### config.mk
export PLATFORM = sky130hd
export DESIGN_NAME = ccff_prog_ctrl_flat
export DESIGN_NICKNAME = d
export VERILOG_FILES = /design/src/rtl/ccff_prog_ctrl_if.sv /design/src/rtl/ccff_prog_ctrl.sv /design/src/flat_wrapper.sv
export SDC_FILE = /design/constraint.sdc
export NUM_CORES = 1
export LEC_CHECK = 0
export ABC_CLOCK_PERIOD_IN_PS = 2890
export CORE_UTILIZATION = 40
export DETAILED_ROUTE_END_ITERATION = 6
export PLACE_DENSITY = 0.65
export SLEW_MARGIN = 20
export SYNTH_ARGS = -nofsm -noshare
export SYNTH_HDL_FRONTEND = slang
export SYNTH_SLANG_ARGS = --single-unit
### constraint.sdc
create_clock -name prog_clk -period 2.89 [get_ports prog_clk]
set_input_delay 0.289 -clock prog_clk [delete_from_list [all_inputs] [get_ports prog_clk]]
set_output_delay 0.289 -clock prog_clk [all_outputs]
set_load 0.03 [all_outputs]
### src/rtl/ccff_prog_ctrl_if.sv
// Configuration word stream carrying 32-bit words into the programming controller.
// No internal latency; a word moves on any prog_clk edge where cfg_valid and cfg_ready are both 1.
// The consumer throttles with cfg_ready; the producer may hold cfg_valid low for any number of cycles.
//
// Signals: cfg_data (32b word, LSB shifted first), cfg_valid (producer has a word),
//          cfg_ready (consumer takes the word this cycle).
interface ccff_prog_ctrl_if;
    logic [31:0] cfg_data;
    logic        cfg_valid;
    logic        cfg_ready;

    modport master (output cfg_data, output cfg_valid, input cfg_ready);
    modport slave  (input cfg_data, input cfg_valid, output cfg_ready);
endinterface

### src/rtl/ccff_prog_ctrl.sv
// Programs a configuration flip-flop chain bit-serially from 32-bit words, with CRC-16 and optional readback verify.
// One chain bit per cycle inside a word, one idle FETCH cycle between words, done one cycle after the last shift/verify bit.
// Stalls indefinitely in FETCH while cfg_valid is low; start is ignored while busy.
//
// Ports: prog_clk / pReset (sync, active-high); start, chain_len, verify_en (latched on an accepted start);
//        cfg (word stream, slave side); ccff_head / ccff_shift_en / ccff_tail (chain serial interface);
//        busy, done (1-cycle pulse), crc_err (sticky until next start), crc_value (CRC of bits shifted in).
module ccff_prog_ctrl (
    input  logic                   prog_clk,
    input  logic                   pReset,
    input  logic                   start,
    input  logic [15:0]            chain_len,
    input  logic                   verify_en,
    ccff_prog_ctrl_if.slave        cfg,
    output logic                   ccff_head,
    output logic                   ccff_shift_en,
    input  logic                   ccff_tail,
    output logic                   busy,
    output logic                   done,
    output logic                   crc_err,
    output logic [15:0]            crc_value
);

    typedef enum logic [2:0] {
        IDLE   = 3'd0,
        FETCH  = 3'd1,
        SHIFT  = 3'd2,
        VERIFY = 3'd3,
        DONE   = 3'd4
    } state_t;

    state_t      state;
    logic [15:0] len_q;
    logic        ver_q;
    logic [15:0] bit_cnt;
    logic [4:0]  word_cnt;
    logic [15:0] ver_cnt;
    logic [31:0] shreg;
    logic [15:0] crc_q;
    logic [15:0] crc2_q;
    logic        crc_err_q;
    logic        ready_q;
    logic        shift_en_q;
    logic        head_q;
    logic        loop_q;
    logic        busy_q;
    logic        done_q;

    logic        last_bit;
    logic        ver_last;
    logic [15:0] crc2_next;

    // CRC-16-CCITT, one bit per call.
    function automatic logic [15:0] crc_step(input logic [15:0] c, input logic b);
        logic fb;
        fb = c[15] ^ b;
        return {c[14:0], 1'b0} ^ (fb ? 16'h1021 : 16'h0000);
    endfunction

    always_comb begin
        last_bit  = ((bit_cnt + 16'd1) == len_q);
        ver_last  = ((ver_cnt + 16'd1) == len_q);
        crc2_next = crc_step(crc2_q, ccff_tail);
    end

    // All outputs come straight from flops. The only combinational path is the
    // VERIFY loopback, which rotates the chain through itself so it ends intact.
    assign cfg.cfg_ready = ready_q;
    assign ccff_shift_en = shift_en_q;
    assign ccff_head     = loop_q ? ccff_tail : head_q;
    assign busy          = busy_q;
    assign done          = done_q;
    assign crc_err       = crc_err_q;
    assign crc_value     = crc_q;

    always_ff @(posedge prog_clk) begin
        if (pReset) begin
            state      <= IDLE;
            len_q      <= '0;
            ver_q      <= 1'b0;
            bit_cnt    <= '0;
            word_cnt   <= '0;
            ver_cnt    <= '0;
            shreg      <= '0;
            crc_q      <= 16'hFFFF;
            crc2_q     <= 16'hFFFF;
            crc_err_q  <= 1'b0;
            ready_q    <= 1'b0;
            shift_en_q <= 1'b0;
            head_q     <= 1'b0;
            loop_q     <= 1'b0;
            busy_q     <= 1'b0;
            done_q     <= 1'b0;
        end else begin
            done_q <= 1'b0;
            unique case (state)
                IDLE: begin
                    if (start) begin
                        len_q     <= chain_len;
                        ver_q     <= verify_en;
                        bit_cnt   <= '0;
                        word_cnt  <= '0;
                        ver_cnt   <= '0;
                        crc_q     <= 16'hFFFF;
                        crc_err_q <= 1'b0;
                        busy_q    <= 1'b1;
                        if (chain_len == 16'd0) begin
                            state  <= DONE;
                            done_q <= 1'b1;
                        end else begin
                            state   <= FETCH;
                            ready_q <= 1'b1;
                        end
                    end
                end

                FETCH: begin
                    if (cfg.cfg_valid) begin
                        // head_q is pre-loaded with the bit the first SHIFT cycle presents.
                        shreg      <= cfg.cfg_data;
                        head_q     <= cfg.cfg_data[0];
                        word_cnt   <= '0;
                        ready_q    <= 1'b0;
                        shift_en_q <= 1'b1;
                        state      <= SHIFT;
                    end
                end

                SHIFT: begin
                    crc_q    <= crc_step(crc_q, shreg[0]);
                    shreg    <= shreg >> 1;
                    bit_cnt  <= bit_cnt + 16'd1;
                    word_cnt <= word_cnt + 5'd1;
                    if (last_bit) begin
                        // Remaining bits of the current word are dropped.
                        head_q <= 1'b0;
                        if (ver_q) begin
                            state      <= VERIFY;
                            loop_q     <= 1'b1;
                            shift_en_q <= 1'b1;
                            ver_cnt    <= '0;
                            crc2_q     <= 16'hFFFF;
                        end else begin
                            state      <= DONE;
                            shift_en_q <= 1'b0;
                            done_q     <= 1'b1;
                        end
                    end else if (word_cnt == 5'd31) begin
                        state      <= FETCH;
                        ready_q    <= 1'b1;
                        shift_en_q <= 1'b0;
                        head_q     <= 1'b0;
                    end else begin
                        head_q <= shreg[1];
                    end
                end

                VERIFY: begin
                    crc2_q  <= crc2_next;
                    ver_cnt <= ver_cnt + 16'd1;
                    if (ver_last) begin
                        crc_err_q  <= (crc2_next != crc_q);
                        loop_q     <= 1'b0;
                        shift_en_q <= 1'b0;
                        done_q     <= 1'b1;
                        state      <= DONE;
                    end
                end

                DONE: begin
                    busy_q <= 1'b0;
                    state  <= IDLE;
                end

                default: begin
                    state <= IDLE;
                end
            endcase
        end
    end

endmodule

### src/flat_wrapper.sv
// flat-port wrapper written by rule: the top's interface ports become plain ports
module ccff_prog_ctrl_flat 
  (prog_clk, pReset, start, chain_len, verify_en, ccff_head, ccff_shift_en, ccff_tail, busy, done, crc_err, crc_value, cfg_cfg_data, cfg_cfg_valid, cfg_cfg_ready);
  ccff_prog_ctrl_if cfg_i ();
  input  logic prog_clk;
  input  logic pReset;
  input  logic start;
  input  logic [15:0] chain_len;
  input  logic verify_en;
  output logic ccff_head;
  output logic ccff_shift_en;
  input  logic ccff_tail;
  output logic busy;
  output logic done;
  output logic crc_err;
  output logic [15:0] crc_value;
  input wire logic [$bits(cfg_i.cfg_data)-1:0] cfg_cfg_data;
  input wire logic [$bits(cfg_i.cfg_valid)-1:0] cfg_cfg_valid;
  output wire logic [$bits(cfg_i.cfg_ready)-1:0] cfg_cfg_ready;
  assign cfg_i.cfg_data = cfg_cfg_data;
  assign cfg_i.cfg_valid = cfg_cfg_valid;
  assign cfg_cfg_ready = cfg_i.cfg_ready;
  ccff_prog_ctrl u_core (.prog_clk(prog_clk), .pReset(pReset), .start(start), .chain_len(chain_len), .verify_en(verify_en), .cfg(cfg_i), .ccff_head(ccff_head), .ccff_shift_en(ccff_shift_en), .ccff_tail(ccff_tail), .busy(busy), .done(done), .crc_err(crc_err), .crc_value(crc_value));
endmodule
==> results of run 1 <==
[cells in the mapped netlist (all sizes together), types with 4 or more instances]
cell type | instances | area [um2]
nor3 | 23 | 115.1
a211oi | 37 | 277.8
xor2 | 27 | 236.5
nor4 | 11 | 68.82
a31oi | 26 | 162.7
and3 | 8 | 50.05
a311oi | 6 | 52.55
and4 | 9 | 81.33
or3 | 6 | 42.54
o22a | 14 | 122.6
ha | 4 | 50.05
nand2 | 90 | 337.8
a21oi | 46 | 230.2
xnor2 | 30 | 262.8
a22oi | 7 | 52.55
nand4 | 14 | 87.58
clkbuf | 47 | 178.9
nand3 | 19 | 100.1
inv | 12 | 45.04
nor2b | 4 | 25.02
o21ai | 32 | 160.2
o22ai | 17 | 106.4
dfxtp | 128 | 2562
nor2 | 83 | 311.6
mux2i | 32 | 320.3
buf | 14 | 81.32
[stage by stage]
| stage | TNS, ns | util (%) |
|---|---|---|
| 2_1_floorplan | 0 | - |
| 3_3_place_gp | 0 | 47.98 |
| 6_report | 0 | 52.10 |
| 3_5_place_dp | -0.07133 | 47.98 |
| 4_1_cts | 0 | 51.95 |
| 5_1_grt | -0.03851 | 52.10 |
[logic make-up after synthesis]
kind of cell	count (synthesis)	share of synthesized area, %
AND/OR/NAND/NOR	285	20.82
AO/OA/AOI/OAI	210	21.43
flip-flops	128	39.40
buffers and inverters	75	4.809
XOR/XNOR	57	7.676
multiplexers	33	5.098
adder cells (fa/ha/maj)	4	0.7696
[per-layer routing]
metal  vias up  wire [um]  part of all wire, %  track usage (%)
met1      2788       8295                   48            29.26
met4         0        316                  1.8            7.524
met3        23       1049                  6.1            6.771
li1       3034          -                    -                -
met2       167       7662                   44            33.24
met5         -          0                    0                0
[critical path, stage by stage (launching register included)]
cell and delay [ns]:
dfxtp_1 0.33, ha_2 0.19, and3_2 0.27, nand4_1 0.15, a211oi_1 0.31, o22ai_1 0.14
or4_4 0.57, or3_4 0.42, nor3b_1 0.16, a311oi_1 0.23
[state kept, by name, indices dropped and copies added (netlist names)]
| name | count |
|---|---|
| u_core.shreg | 32 |
| u_core.crc_err | 1 |
| u_core.done | 1 |
| u_core.len_q | 16 |
| u_core.head_q | 1 |
| u_core.busy | 1 |
| u_core.word_cnt | 5 |
| u_core.crc_value | 16 |
| u_core.state | 3 |
| u_core.bit_cnt | 16 |
| u_core.cfg.cfg_ready | 1 |
| u_core.ver_cnt | 16 |
| u_core.crc2_q | 16 |
| u_core.loop_q | 1 |
| u_core.ver_q | 1 |
| u_core.ccff_shift_en | 1 |
[power by group through the flow]
stage | combinational, mW | sequential [mW] | clock, mW
2_1_floorplan | 0.522 | 2.00 | 0
3_3_place_gp | 0.782 | 2.02 | 0
3_5_place_dp | 0.786 | 2.02 | 0
4_1_cts | 0.795 | 1.98 | 2.32
5_1_grt | 0.881 | 2.00 | 2.40
6_report | 0.795 | 1.98 | 2.28
[worst min-delay path by stage]
stage / start / depth (start not counted) / end
2_1_floorplan: verify_en / 2 / u_core.ver_q
3_3_place_gp: u_core.loop_q / 2 / u_core.loop_q
3_5_place_dp: u_core.loop_q / 2 / u_core.loop_q
4_1_cts: pReset / 2 / u_core.crc_err
5_1_grt: pReset / 2 / u_core.crc_err
6_report: pReset / 2 / u_core.crc_err
[final cells by class]
cell class | instances | area [um2]
well taps | 216 | 270.3
inverters | 14 | 52.55
clock buffers | 20 | 466.7
clock inverters | 10 | 160.2
repair buffers | 119 | 1080
multi-input cells | 589 | 3684
fillers | 1554 | 7609
flip-flops and latches | 128 | 2564
[repair_timing]
action,in CTS,in global routing
resized for setup,2,7
setup endpoints to repair,11,5
buffers inserted,0,0
pin swaps,0,3
==> metrics.txt, run 1 <==
outcome=completed; Async SR Flop Fraction=0%; Slew headroom=44.45%; ratio of cells with drive above 1 in the final layout=10.68%; gr usage total=21.86%; clk_lat worst skew=0.43 ns; number of I/O pins=76; R2R Path Start=u_core.bit_cnt[1]; Initial Util=40.94%; Max-Cap Viols=0; placed cells=1066; CTS Hold Bufs=0; largest net degree at the start of global routing=79; RSZ-0062 raised after global routing=yes; placed inst area=0.007621 mm2; Critical Path RT=3.21 ns; Post-synth EDFFs=0; endpoints failing setup=0; GRT overflow=0; critical path capture point=u_core.ccff_shift_en; clock power share=45.1%; Routed Antenna Nets=0; power per cell area=611.6 mW/mm2; worst flop-to-flop path endpoint=u_core.ccff_shift_en; sequential-to-total area share from yosys stat=39.40%; FF+latch count, synth=128; setup ws final=0.01845 ns; Area Overhead vs Synth=27.26%; drt wl/cell=15.81 um; post-route cell area=0.008277 mm2; Fin Clk Skew=0.01076 ns; leading cell types in the layout, fill and taps excluded=dfxtp_1 (127), nand2_1 (89), nor2_1 (82), clkdlybuf4s50_1 (74), a21oi_1 (46); Worst Path Class, Setup=flip-flop to flip-flop; CTS HTree Levels=4; number of port buffers=75; Peak VDD IR=0.4537 mV; post-route minimum period=2.872 ns; R2R setup slack=0.02 ns; critical path peak fanout=7; GPL Wtd Cong=0.8587; Internal=3.720 mW; crit path launch=u_core.bit_cnt[1]; CTS sink cnt=128; Non-Filler Instances=1096; Root Buffer=clkbuf_16; syn nets=850; Pins Over Slew Limit=0; Num CTS Buffers=17; Ant. Diodes=0; first drt pass iteration count=5; drt drc=0; die area=0.01677 mm2; DRT Wirelength=17.32 mm; worst reg2reg path depth=9; hold slack=0.1428 ns; clk buf depth=2; fmax=348.2 MHz; Pleak=2.967 nW; Worst EP arrival=3.19 ns; commonest non-fill, non-tap cell in the layout=dfxtp_1; Final Hold Fails=0; DRT iter0 DRCs=430; Crit. End Element=flip-flop; antenna violations before repair=0; Least-Margin Pin Slew=0.8333 ns; Clock transition at path regs=0.06 ns; ratio of final minimum period to clock period=99.36%; core area=0.01589 mm2; Die H=129.5 um; vias per cell=5.485; Mapped Area=0.006504 mm2; Net Switching=1.343 mW; vias in the first global route=5647; Post-Place Worst Slack=-0.07133 ns; detailed-route via count=6012; Synth Instances=792; Final Total Pwr=5.062 mW; first-pass GRT wire length=28.58 mm; Final Net Count=927; Post-synth top flop=dfxtp_1; CTS tree=yes; num rows=46; Sw Share=26.52%; Comb power frac=15.7%; Synth warnings=0; Die Width=129.5 um; Worst Hold Class=input port to flip-flop; post-DP HPWL=11.63 mm; syn avg cell area=8.212 um2; Yosys cell types=59; Reg power frac=39.2%; startpoint types=flip-flop
Power figures use the tool's default switching activity.
==> run 2: changes to the inputs <==
--- a/config.mk
+++ b/config.mk
@@ -6,9 +6,10 @@
 export NUM_CORES = 1
 export LEC_CHECK = 0
 export ABC_CLOCK_PERIOD_IN_PS = 2890
-export CORE_UTILIZATION = 40
+export CORE_UTILIZATION = 51
 export DETAILED_ROUTE_END_ITERATION = 6
-export PLACE_DENSITY = 0.65
+export PLACE_DENSITY = 0.79
+export SKIP_LAST_GASP = 1
 export SLEW_MARGIN = 20
 export SYNTH_ARGS = -nofsm -noshare
 export SYNTH_HDL_FRONTEND = slang
==> run 2 against run 1 <==
Net effect:
- combinational power up 1%
- flip-flop and latch count did not move
- die area decreased by 21%
- clock power hardly changed
- critical path depth did not move
- critical path type unchanged
- largest cell class unchanged
==> metrics.txt, run 2 (synthesis results as in run 1) <==
setup TNS=0 ns; Num CTS Buffers=17; Pins Over Slew Limit=0; GPL Wtd Cong=0.9329; Die H=114.9 um; CTS sink cnt=128; endpoints failing setup=0; Non-Filler Instances=1044; drt drc=0; worst flop-to-flop path endpoint=u_core.ccff_shift_en; DRT iter0 DRCs=472; Worst Path Class, Setup=flip-flop to flip-flop; Max-Cap Viols=0; drt wl/cell=17.72 um; hold slack=0.2519 ns; worst reg2reg path depth=9; Crit. End Element=flip-flop; Clock transition at path regs=0.06 ns; R2R setup slack=0.09 ns; largest net degree at the start of global routing=82; post-DP HPWL=12.49 mm; num rows=40; Worst Hold Class=input port to flip-flop; vias in the first global route=6150; first drt pass iteration count=5; Routed Antenna Nets=0; detailed-route via count=6391; CTS HTree Levels=4; Initial Util=53.26%; clk_lat worst skew=0.42 ns; number of port buffers=75; power per cell area=616.6 mW/mm2; max reg flops=32; Root Buffer=clkbuf_16; layout filler cell count=993; number of I/O pins=76; Most flops, register=u_core.shreg; CTS tree=yes; R2R Path Start=u_core.bit_cnt[1]; Die Width=114.9 um; commonest non-fill, non-tap cell in the layout=dfxtp_1; die area=0.01321 mm2; Final Net Count=921; ratio of final minimum period to clock period=96.76%; outcome=completed; fmax=357.6 MHz; gr usage total=28.87%; startpoint types=flip-flop; antenna violations before repair=0; Peak VDD IR=0.5084 mV; hold path endpoint=u_core.ver_cnt[2]; Fin Clk Skew=0.008849 ns; Slew headroom=42.16%; clk buf depth=2; Least-Margin Pin Slew=0.8676 ns; hold path depth=3; Worst EP arrival=3.11 ns; vias per cell=6.122; Final Hold Fails=0; RSZ-0062 raised after global routing=yes; HP Start=pReset; GRT overflow=0; Pleak=2.933 nW; post-route minimum period=2.796 ns; Ant. Diodes=0; leading cell types in the layout, fill and taps excluded=dfxtp_1 (125), nand2_1 (89), nor2_1 (81), clkdlybuf4s50_1 (74), a21oi_1 (46); critical path peak fanout=7; placed cells=1011; Critical Path RT=3.21 ns; ratio of cells with drive above 1 in the final layout=10.62%; Area Overhead vs Synth=25.80%; first-pass GRT wire length=29.86 mm; DRT Wirelength=18.50 mm; core area=0.01221 mm2
==> run 2: changes by cell type in the layout (fill, tap and decap cells not counted), moves of 2 or more <==
| cell | before | now |
|---|---|---|
| buf_4 | 43 | 37 |
| nor3_2 | 3 | 1 |
| inv_6 | 0 | 3 |
| and4_2 | 0 | 2 |
| dfxtp_1 | 127 | 125 |
| nor3_1 | 20 | 22 |
| dfxtp_2 | 1 | 3 |
==> run 2: what timing repair did <==
item | 4_1_cts | 5_1_grt
resized for setup | 1 | 9
buffers inserted | 0 | 1
endpoints found under the setup margin | 6 | 37
pin swaps | 0 | 2
hold buffers | 0 | 0
==> run 2: area by class of cell <==
cell class / instances / area [um2] / area share [%]
clock buffers: 21 / 470.5 / 5.750
clock inverters: 11 / 151.4 / 1.850
inverters: 14 / 52.55 / 0.6423
multi-input cells: 589 / 3687 / 45.07
flip-flops and latches: 128 / 2566 / 31.37
well taps: 168 / 210.2 / 2.569
repair buffers: 113 / 1044 / 12.75
==> run 2: worst max-delay path by stage <==
| stage | start | slack [ns] | end |
|---|---|---|---|
| floorplan | u_core.bit_cnt[0] | 0.01 | u_core.ver_cnt[7] |
| global placement | u_core.bit_cnt[1] | 0.03 | u_core.ccff_shift_en |
| detailed placement | u_core.bit_cnt[1] | -0.09 | u_core.ccff_shift_en |
| CTS | u_core.bit_cnt[1] | 0.004 | u_core.ccff_shift_en |
| global route | u_core.bit_cnt[7] | -0.07 | u_core.ccff_shift_en |
| finish | u_core.bit_cnt[1] | 0.09 | u_core.ccff_shift_en |
==> run 2: metrics by stage <==
stage / worst slack, ns / util [%] / power (mW) / cell area [um2]
after floorplan: 0.01287 / - / 2.523 / 6521
after CTS: 0.003595 / 66.71 / 5.045 / 8147
after detailed placement: -0.09418 / 61.59 / 2.803 / 7521
final: 0.09354 / 67.00 / 5.045 / 8182
after global placement: 0.03302 / 61.59 / 2.774 / 7521
after global routing: -0.07005 / 67.00 / 5.234 / 8182
==> run 2: worst max-delay path: stages, from the launching register on <==
cell	delay, ns
dfxtp_1	0.34
ha_2	0.24
and3_2	0.28
nand4_1	0.13
a211oi_1	0.24
o22ai_1	0.10
or4_4	0.57
or3_4	0.41
nor3b_1	0.15
a311oi_1	0.22
==> run 2: power breakdown <==
group          leakage [nW]  switching (mW)  internal [mW]  total (mW)
clock                 0.304           0.813           1.43        2.25
sequential             1.04           0.113           1.88        1.99
combinational          1.59           0.465          0.341       0.806
==> run 2: routing by layer <==
layer / wire length (um) / GRT usage [%] / part of all wire (%)
met1: 7707 / 35.00 / 42
met2: 9008 / 48.11 / 49
met3: 1406 / 8.224 / 7.6
met4: 379 / 11.95 / 2.0
met5: 0 / 0 / 0
